## src/rtl/bram_tdp_arb_pkg.sv

```systemverilog
// Shared types and the round-robin search helper for the true-dual-port BRAM arbiter.
package bram_tdp_arb_pkg;

    localparam int unsigned MAX_NREQ   = 8;
    localparam int unsigned IDX_W      = 3;
    localparam int unsigned MAX_AWIDTH = 32;
    localparam int unsigned MAX_DWIDTH = 128;

    typedef struct packed {
        logic                  rce;
        logic                  wce;
        logic [MAX_AWIDTH-1:0] addr;
        logic [MAX_DWIDTH-1:0] wdata;
    } port_cmd_t;

    typedef struct packed {
        logic             vld;
        logic [IDX_W-1:0] id;
    } resp_tag_t;

    typedef struct packed {
        logic             found;
        logic [IDX_W-1:0] idx;
    } pick_t;

    // Mask bits at or above NREQ are always zero, so wrapping modulo MAX_NREQ visits the
    // live requesters in the same circular order as wrapping modulo NREQ would.
    function automatic pick_t rr_pick(input logic [MAX_NREQ-1:0] mask,
                                      input logic [IDX_W-1:0]    ptr);
        pick_t            p;
        logic [IDX_W-1:0] idx;
        p = '0;
        for (int k = MAX_NREQ - 1; k >= 0; k--) begin
            idx = ptr + IDX_W'(k);
            if (mask[idx]) begin
                p.found = 1'b1;
                p.idx   = idx;
            end
        end
        return p;
    endfunction

endpackage

```

## src/rtl/bram_tdp_rr_pick2.sv

```systemverilog
// Combinational two-winner round-robin picker: g0 is the first valid at/after the pointer,
// g1 the next valid after g0.
module bram_tdp_rr_pick2
    import bram_tdp_arb_pkg::*;
#(
    parameter int unsigned NREQ = 4
) (
    input  logic [NREQ-1:0]  i_valid,
    input  logic [IDX_W-1:0] i_ptr,
    output pick_t            o_g0,
    output pick_t            o_g1
);

    logic [MAX_NREQ-1:0] w_mask;
    logic [MAX_NREQ-1:0] w_mask_g1;

    assign w_mask = MAX_NREQ'(i_valid);

    always_comb begin
        o_g0      = rr_pick(w_mask, i_ptr);
        w_mask_g1 = w_mask;
        if (o_g0.found) begin
            w_mask_g1[o_g0.idx] = 1'b0;
        end
        o_g1 = rr_pick(w_mask_g1, o_g0.idx + IDX_W'(1));
    end

endmodule

```

## src/rtl/bram_tdp_arbiter.sv

```systemverilog
// Shares one true-dual-port BRAM among NREQ single-port requesters: up to two grants per
// cycle (first on port A, second on port B), read data routed back one cycle later.
module bram_tdp_arbiter
    import bram_tdp_arb_pkg::*;
#(
    parameter int unsigned NREQ   = 4,
    parameter int unsigned AWIDTH = 10,
    parameter int unsigned DWIDTH = 36,
    parameter int unsigned CNT_W  = 16
) (
    input  logic                     clk,
    input  logic                     rst_n,
    input  logic [NREQ-1:0]          req_valid,
    output logic [NREQ-1:0]          req_ready,
    input  logic [NREQ-1:0]          req_we,
    input  logic [NREQ*AWIDTH-1:0]   req_addr,
    input  logic [NREQ*DWIDTH-1:0]   req_wdata,
    output logic [NREQ-1:0]          rsp_valid,
    output logic [NREQ*DWIDTH-1:0]   rsp_rdata,
    output logic                     rce_a,
    output logic                     wce_a,
    output logic [AWIDTH-1:0]        ra_a,
    output logic [AWIDTH-1:0]        wa_a,
    output logic [DWIDTH-1:0]        wd_a,
    input  logic [DWIDTH-1:0]        rq_a,
    output logic                     rce_b,
    output logic                     wce_b,
    output logic [AWIDTH-1:0]        ra_b,
    output logic [AWIDTH-1:0]        wa_b,
    output logic [DWIDTH-1:0]        wd_b,
    input  logic [DWIDTH-1:0]        rq_b,
    output logic [CNT_W-1:0]         conflict_cnt
);

    localparam int unsigned IW = (NREQ > 1) ? $clog2(NREQ) : 1;

    logic [AWIDTH-1:0] w_addr  [NREQ];
    logic [DWIDTH-1:0] w_wdata [NREQ];

    for (genvar i = 0; i < NREQ; i++) begin : g_unpack
        assign w_addr[i]  = req_addr[i*AWIDTH +: AWIDTH];
        assign w_wdata[i] = req_wdata[i*DWIDTH +: DWIDTH];
    end

    logic [NREQ-1:0] w_valid;
    pick_t           w_g0;
    pick_t           w_g1;
    logic [IW-1:0]   r_rr_ptr;
    logic [IW-1:0]   w_g0_id;
    logic [IW-1:0]   w_g1_id;
    logic [IW-1:0]   w_last_id;
    logic [IW-1:0]   w_rr_ptr_nxt;
    logic            w_conflict;
    logic            w_g1_ok;
    port_cmd_t       w_cmd_a;
    port_cmd_t       w_cmd_b;
    resp_tag_t       r_tag_a;
    resp_tag_t       r_tag_b;
    logic [CNT_W-1:0] r_conflict_cnt;
    logic            w_unused;

    // Masking with rst_n keeps every grant and RAM enable low while reset is held.
    assign w_valid = req_valid & {NREQ{rst_n}};

    bram_tdp_rr_pick2 #(
        .NREQ (NREQ)
    ) u_pick (
        .i_valid (w_valid),
        .i_ptr   (IDX_W'(r_rr_ptr)),
        .o_g0    (w_g0),
        .o_g1    (w_g1)
    );

    assign w_g0_id = w_g0.idx[IW-1:0];
    assign w_g1_id = w_g1.idx[IW-1:0];

    assign w_conflict = w_g0.found && w_g1.found
                        && (w_addr[w_g0_id] == w_addr[w_g1_id])
                        && (req_we[w_g0_id] || req_we[w_g1_id]);
    assign w_g1_ok    = w_g1.found && !w_conflict;

    assign w_last_id    = w_g1_ok ? w_g1_id : w_g0_id;
    assign w_rr_ptr_nxt = (w_last_id == IW'(NREQ - 1)) ? '0 : w_last_id + IW'(1);

    always_comb begin
        req_ready = '0;
        w_cmd_a   = '0;
        w_cmd_b   = '0;
        if (w_g0.found) begin
            req_ready[w_g0_id] = 1'b1;
            w_cmd_a.wce  = req_we[w_g0_id];
            w_cmd_a.rce  = !req_we[w_g0_id];
            w_cmd_a.addr = MAX_AWIDTH'(w_addr[w_g0_id]);
            if (req_we[w_g0_id]) begin
                w_cmd_a.wdata = MAX_DWIDTH'(w_wdata[w_g0_id]);
            end
        end
        if (w_g1_ok) begin
            req_ready[w_g1_id] = 1'b1;
            w_cmd_b.wce  = req_we[w_g1_id];
            w_cmd_b.rce  = !req_we[w_g1_id];
            w_cmd_b.addr = MAX_AWIDTH'(w_addr[w_g1_id]);
            if (req_we[w_g1_id]) begin
                w_cmd_b.wdata = MAX_DWIDTH'(w_wdata[w_g1_id]);
            end
        end
    end

    // The RAM picks read vs write address by enable, so both address buses carry the same value.
    assign rce_a = w_cmd_a.rce;
    assign wce_a = w_cmd_a.wce;
    assign ra_a  = w_cmd_a.addr[AWIDTH-1:0];
    assign wa_a  = w_cmd_a.addr[AWIDTH-1:0];
    assign wd_a  = w_cmd_a.wdata[DWIDTH-1:0];
    assign rce_b = w_cmd_b.rce;
    assign wce_b = w_cmd_b.wce;
    assign ra_b  = w_cmd_b.addr[AWIDTH-1:0];
    assign wa_b  = w_cmd_b.addr[AWIDTH-1:0];
    assign wd_b  = w_cmd_b.wdata[DWIDTH-1:0];

    assign w_unused = ^{w_cmd_a, w_cmd_b, w_g0, w_g1};

    always_ff @(posedge clk or negedge rst_n) begin
        if (!rst_n) begin
            r_tag_a        <= '0;
            r_tag_b        <= '0;
            r_rr_ptr       <= '0;
            r_conflict_cnt <= '0;
        end else begin
            r_tag_a.vld <= w_cmd_a.rce;
            r_tag_a.id  <= w_g0.idx;
            r_tag_b.vld <= w_cmd_b.rce;
            r_tag_b.id  <= w_g1.idx;
            if (w_g0.found) begin
                r_rr_ptr <= w_rr_ptr_nxt;
            end
            if (w_conflict && (r_conflict_cnt != '1)) begin
                r_conflict_cnt <= r_conflict_cnt + CNT_W'(1);
            end
        end
    end

    always_comb begin
        rsp_valid = '0;
        rsp_rdata = '0;
        for (int i = 0; i < NREQ; i++) begin
            if (r_tag_a.vld && (r_tag_a.id == IDX_W'(i))) begin
                rsp_valid[i]                  = 1'b1;
                rsp_rdata[i*DWIDTH +: DWIDTH] = rq_a;
            end
            if (r_tag_b.vld && (r_tag_b.id == IDX_W'(i))) begin
                rsp_valid[i]                  = 1'b1;
                rsp_rdata[i*DWIDTH +: DWIDTH] = rq_b;
            end
        end
    end

    assign conflict_cnt = r_conflict_cnt;

endmodule

```

## config.mk

```make
export PLATFORM = sky130hd
export DESIGN_NAME = bram_tdp_arbiter
export DESIGN_NICKNAME = d
export VERILOG_FILES = /design/src/rtl/bram_tdp_arb_pkg.sv /design/src/rtl/bram_tdp_rr_pick2.sv /design/src/rtl/bram_tdp_arbiter.sv
export SDC_FILE = /design/constraint.sdc
export NUM_CORES = 1
export LEC_CHECK = 0
export CAP_MARGIN = 40
export CORE_AREA = 10 10 205 207
export DETAILED_ROUTE_END_ITERATION = 8
export DIE_AREA = 0 0 215 217
export RECOVER_POWER = 25
export REMOVE_ABC_BUFFERS = 1
export SYNTH_ARGS = -nofsm -noshare
export SYNTH_HDL_FRONTEND = slang
export SYNTH_SLANG_ARGS = --single-unit
```

## constraint.sdc

```tcl
create_clock -name clk -period 10.2 [get_ports clk]
set_clock_uncertainty 0.2 [all_clocks]
set_input_delay 2.04 -clock clk [delete_from_list [all_inputs] [get_ports clk]]
set_output_delay 2.04 -clock clk [all_outputs]
set_load 0.03 [all_outputs]
```

==> impl_metrics.ini, run 1 <==
[synthesis]
synth.area.top_cells = nand2_1 (20%), mux4_2 (9.6%), a21oi_1 (9.2%)
yosysTopAreaCell = nand2_1
synth_most_common_cell = nand2_1
synth_edf_count = 0
syn_area_sq_mm = 0.00869
ys_seq_area_share_pct = 7.48
ys_seq_elements = 26
synth_top_area_share_pct = 19.9
synth.distinct_cells = 90
synthArstFlopShare_pct = 100
synth_area_per_cell_sq_um = 6.48
ys.flop_type = dfrtp_1
synth_commonest_cells = nand2_1 (462), a21oi_1 (160), nand3_1 (97)
syn_inst = 1342
ys.warnings.count = 0

[critical_path]
path_max_fanout = 12
timing.rr.end = conflict_cnt[8]
critPathCaptureType = output pin
startpoint_type = input port
crit_arrival_ns = 7.68
regToRegSetupSlack_ns = 3.36
crit_type = in2out
required_ns = 7.96
reg2reg_depth = 22
r2r-start = r_rr_ptr[0]

[sta]
post-route-period-util_pct = 97.2
rsz0062_at_grt = no
relSlewSlack_pct = -36.3
period_minus_slack_ns = 9.92
tightest_slew_ns = 2.04
slew_violations = 110
finalSetupViolations = 0
max_freq_mhz = 101
hold_viol_final = 0
finalSetupTns_ns = 0

[outcome]
violations = capacitance limit, slew limit
status = finished, violations left

[drt]
wl_per_cell_microns = 22.6
wl_mm = 52.7
drt_iter0_drc = 838
via_count = 12158
drtAntennaViolNets = 0
vias_per_cell = 5.21
drc_errors = 0
drt_pass1_iterations = 5

[cts]
cts_tree = built
ctsResizeCount = 0
cts_buffers = 3
htree_levels = 1
clock_latency_ns = 0.26
max-clock-path-buffers = 2
post-cts-setup-buffers = 0
ctsHoldBuffers = 0
clock_sinks = 26
clkSlewWorstSetupHoldPaths_ns = 0.06
cts_root_buffer = clkbuf_16

[finish]
drive_gt1_share_pct = 12.6
area_growth_pct = 70.3
nets = 2089
fillers = 4055
instances_no_fill = 2333
layout.area.seq_sq_um = 651
multi_input_area_sq_mm = 0.00732

[worst_hold_path]
min_path_type = reg2reg
hold_depth = 1
hold_path_end = conflict_cnt[11]
hp-start = conflict_cnt[11]

[placement]
finalWeightedCongestion = 0.924
port-buffer-count = 549
place_inst = 2328
place_hpwl_mm = 41.9

[floorplanning]
die_w_microns = 215
fp.dieH_microns = 217
ios = 550
row_count = 72
dieArea_sq_mm = 0.0467
core_area_sq_mm = 0.0381
initial_utilization_pct = 22.8

[power_and_ir_drop]
peakVddDrop_mv = 0.247
total_power_mw = 4.12
power.leakage_nw = 6.56
powerDensity_mw_per_mm2 = 278

[global_routing]
antenna_found_initial = 3
grt_pass1_vias = 12247
grt_pass1_wl_mm = 78.1
gr-usage-all-layers_pct = 20.8
grt_max_degree = 78
overflow = 0

[run]
max_cap_violations = 3
## worst max-delay path, stage by stage
cell	delay [ns]
clkdlybuf4s50_1	0.51
mux2_4	0.32
or4b_4	0.53
a21oi_1	0.24
nor3_2	0.08
ha_1	0.33
mux2_2	0.34
a21oi_1	0.15
a311oi_1	0.08
a311o_1	0.37
o2111a_1	0.22
buf_4	0.23
o31a_1	0.30
o31ai_1	0.25
a21oi_1	0.07
mux2i_1	0.28
nor4_4	0.10
a21bo_4	0.26
and3b_1	0.28
clkdlybuf4s50_1	0.70
## cell usage in the layout, fill, tap and decap left out, drive strengths merged, types with 10 or more instances in the layout
master / count
a211oi: 12
a21o: 10
a21oi: 161
and2: 15
and3: 54
buf: 83
clkdlybuf4s50: 437
dfrtp: 26
dlygate4sd3: 50
dlymetal6s2s: 34
inv: 13
mux2: 13
mux2i: 30
mux4: 37
nand2: 463
nand3: 102
nand4: 10
nand4b: 15
nor2: 43
nor3: 11
nor3b: 37
o21ai: 14
o31ai: 24
xnor2: 13
## how the worst max path moves through the flow
stage	from	to	slack (ns)	cells after the start
after floorplan	req_valid[0]	wce_b	-9.00	12
after global placement	req_valid[2]	ra_b[0]	0.15	21
after detailed placement	req_valid[2]	wa_b[0]	0.06	21
after CTS	req_valid[2]	wa_b[0]	0.06	21
after global routing	req_valid[2]	wa_b[2]	0.07	20
final	req_valid[2]	wa_b[2]	0.28	20
## registers in the layout, summed over array words and instances (netlist names)
register / count
r_tag_b: 4
conflict_cnt: 16
r_rr_ptr: 2
r_tag_a: 4
## final cells by class
class / instances / area share [%]
multi-input cells: 1161 / 49.4
well taps: 518 / 4.38
clock inverters: 1 / 0.203
repair buffers: 610 / 40.7
inverters: 13 / 0.380
diodes: 1 / 0.0169
clock buffers: 3 / 0.507
flip-flops and latches: 26 / 4.39
## stage by stage
stage / utilization, % / hold WS [ns] / setup WS [ns] / area (sq um)
2_1_floorplan: - / 0.420 / -9.00 / 7950
3_3_place_gp: 38.3 / 0.291 / 0.152 / 14600
3_5_place_dp: 38.4 / 0.293 / 0.0585 / 14600
4_1_cts: 38.6 / 0.309 / 0.0555 / 14700
5_1_grt: 38.8 / 0.324 / 0.0736 / 14800
6_report: 38.8 / 0.302 / 0.284 / 14800
## where the power goes
part	internal [mW]	leakage (nW)	total, mW	switching [mW]
Sequential	0.119	0.344	0.143	0.0243
Clock	0.0781	0.0511	0.114	0.0360
Combinational	1.54	6.16	3.87	2.32
Total	1.74	6.56	4.12	2.38
## cell families after synthesis
kind of cell	count (synthesis)	share of synthesized area (%)
flops	26	7.48
mux	80	14.9
fa+ha+maj	8	1.15
xor+xnor	16	1.70
simple gates	783	44.7
buf+inv	156	9.24
other cells	1	0.0431
compound gates	272	20.8
## metal layers
layer / part of all wire, % / up-vias / global-route usage (%)
met2: 50 / 608 / 38.2
met4: 2.8 / 4 / 5.35
met1: 39 / 5823 / 23.9
li1: - / 5657 / -
met3: 8.1 / 66 / 4.72
met5: 0.049 / - / 0
No activity file was read; power rests on OpenSTA's default activity.
==> inputs of run 2 (changes only) <==
- CORE_AREA: 10 10 205 207 -> 10 10 206 208
- DIE_AREA: 0 0 215 217 -> 0 0 216 218
- PLACE_DENSITY: default -> 0.58
- clock period: 10.2 -> 9.5 ns (I/O delays scaled with it)
==> impl_metrics.ini, run 2 (same netlist as run 1, synthesis figures left out) <==
[finish]
area_growth_pct = 72.6
fillers = 3945
final_cell_mix = nand2_1 (462), clkdlybuf4s50_1 (395), buf_4 (170), a21oi_1 (159), nand3_1 (97)
mostFrequentLayoutCell = nand2_1
largest_register_ffs = 16
multi_input_area_sq_mm = 0.00735
instances_no_fill = 2371
drive_gt1_share_pct = 18.6
layout.area.seq_sq_um = 651
nets = 2125

[sta]
max_freq_mhz = 109
post-route-period-util_pct = 96.9
relSlewSlack_pct = -71.3
setup_ws_ns = 0.295
tightest_slew_ns = 2.57
rsz0062_at_grt = no
hold_viol_final = 0
period_minus_slack_ns = 9.21
slew_violations = 76
finalSetupViolations = 0

[drt]
via_count = 12291
wl_per_cell_microns = 22.8
wl_mm = 54.0
drc_errors = 0
drt_pass1_iterations = 5
drt_iter0_drc = 814
drtAntennaViolNets = 0
vias_per_cell = 5.18

[cts]
cts_tree = built
clkSlewWorstSetupHoldPaths_ns = 0.07
htree_levels = 1
clock_sinks = 26
max-clock-path-buffers = 2
cts_root_buffer = clkbuf_16
ctsHoldBuffers = 0
post-cts-setup-buffers = 0
cts_buffers = 3
clock_latency_ns = 0.26

[placement]
port-buffer-count = 549
place_inst = 2364
place_hpwl_mm = 43.4
pre_cts_slack_ns = -0.158
finalWeightedCongestion = 0.951

[power_and_ir_drop]
peakVddDrop_mv = 0.253
powerDensity_mw_per_mm2 = 308
power.leakage_nw = 6.39
total_power_mw = 4.62

[floorplanning]
die_w_microns = 216
ios = 550
core_area_sq_mm = 0.0383
dieArea_sq_mm = 0.0471
initial_utilization_pct = 22.7
row_count = 72
fp.dieH_microns = 218

[critical_path]
r2r-start = r_rr_ptr[0]
crit_type = in2out
required_ns = 7.40
path_max_fanout = 17
crit_arrival_ns = 7.11
critPathCaptureType = output pin
startpoint_type = input port
crit_path_start = rst_n

[global_routing]
grt_pass1_wl_mm = 78.2
antenna_found_initial = 5
overflow = 0
gr-usage-all-layers_pct = 20.9
grt_pass1_vias = 12214
grt_max_degree = 77

[outcome]
violations = capacitance limit, slew limit
status = finished, violations left

[worst_hold_path]
hp-start = conflict_cnt[5]
min_path_type = reg2reg

[run]
max_cap_violations = 2
==> run 2: changes by cell type in the layout (fill, tap and decap cells not counted), moves of 3 or more <==
| cell | delta |
|---|---|
| mux2i_2 | +3 |
| mux2i_1 | -3 |
| buf_4 | +94 |
| buf_6 | +5 |
| a211oi_2 | -3 |
| buf_12 | +11 |
| dlymetal6s2s_1 | -30 |
| clkdlybuf4s50_1 | -42 |
| clkbuf_1 | -4 |
==> run 2: path summary, 6_finish.rpt <==
| kind | end | slack, ns | depth (start not counted) |
|---|---|---|---|
| min in group asynchronous | r_rr_ptr[1] | 1.33 | 1 |
| setup reg to reg | conflict_cnt[5] | 2.65 | 21 |
| setup / recovery | wa_b[0] | 0.29 | 22 |
| hold / removal | conflict_cnt[5] | 0.29 | 1 |
| hold reg to reg | conflict_cnt[5] | 0.29 | 1 |
| max in group asynchronous | conflict_cnt[9] | 6.26 | 2 |
==> run 2: stage by stage <==
stage | utilization, % | hold WS [ns] | TNS, ns | area (sq um)
2_1_floorplan | - | 0.420 | -814.34 | 7950
3_3_place_gp | 38.7 | 0.278 | -0.00253 | 14800
3_5_place_dp | 38.7 | 0.285 | -0.216 | 14800
4_1_cts | 39.0 | 0.294 | 0 | 14900
5_1_grt | 39.2 | 0.315 | 0 | 15000
6_report | 39.2 | 0.288 | 0 | 15000
==> run 2: routing by layer <==
layer,vias to the layer above,global-route usage [%],share of wire [%]
li1,5727,-,-
met1,5835,22.0,36
met2,628,38.3,50
met3,97,5.98,9.2
met4,4,8.93,4.4
met5,-,0,0.043
==> run 2: worst max-delay path, stage by stage <==
cell and delay, ns:
buf_2 0.30, o21ai_1 0.17, or4_1 0.46, a22oi_2 0.25
a31oi_4 0.12, ha_1 0.34, mux2_2 0.33, a21oi_1 0.20
a311oi_2 0.09, a311o_1 0.37, o2111a_1 0.18, buf_12 0.16
buf_4 0.14, o31ai_2 0.29, a21oi_1 0.17, a211oi_1 0.43
nor4_4 0.10, a21bo_4 0.28, buf_4 0.20, buf_12 0.15
a211oi_4 0.27, buf_6 0.18
==> run 2: what timing repair did <==
action | in CTS | in global routing
gates resized for setup | 3 | 20
setup endpoints to repair | 7 | 60
pin swaps | 0 | 3
==> run 2: layout make-up <==
| class | instances | share of cell area (%) |
|---|---|---|
| timing repair buffer | 646 | 41.4 |
| tap | 518 | 4.32 |
| sequential | 26 | 4.34 |
| inverter | 13 | 0.375 |
| antenna | 3 | 0.0500 |
| multi-input combinational | 1161 | 49.0 |
| clock buffer | 4 | 0.592 |
==> run 2: power by group <==
part | leakage [nW] | internal (mW) | switching, mW
Sequential | 0.344 | 0.127 | 0.0267
Clock | 0.0442 | 0.0645 | 0.0401
Combinational | 6.00 | 1.81 | 2.55
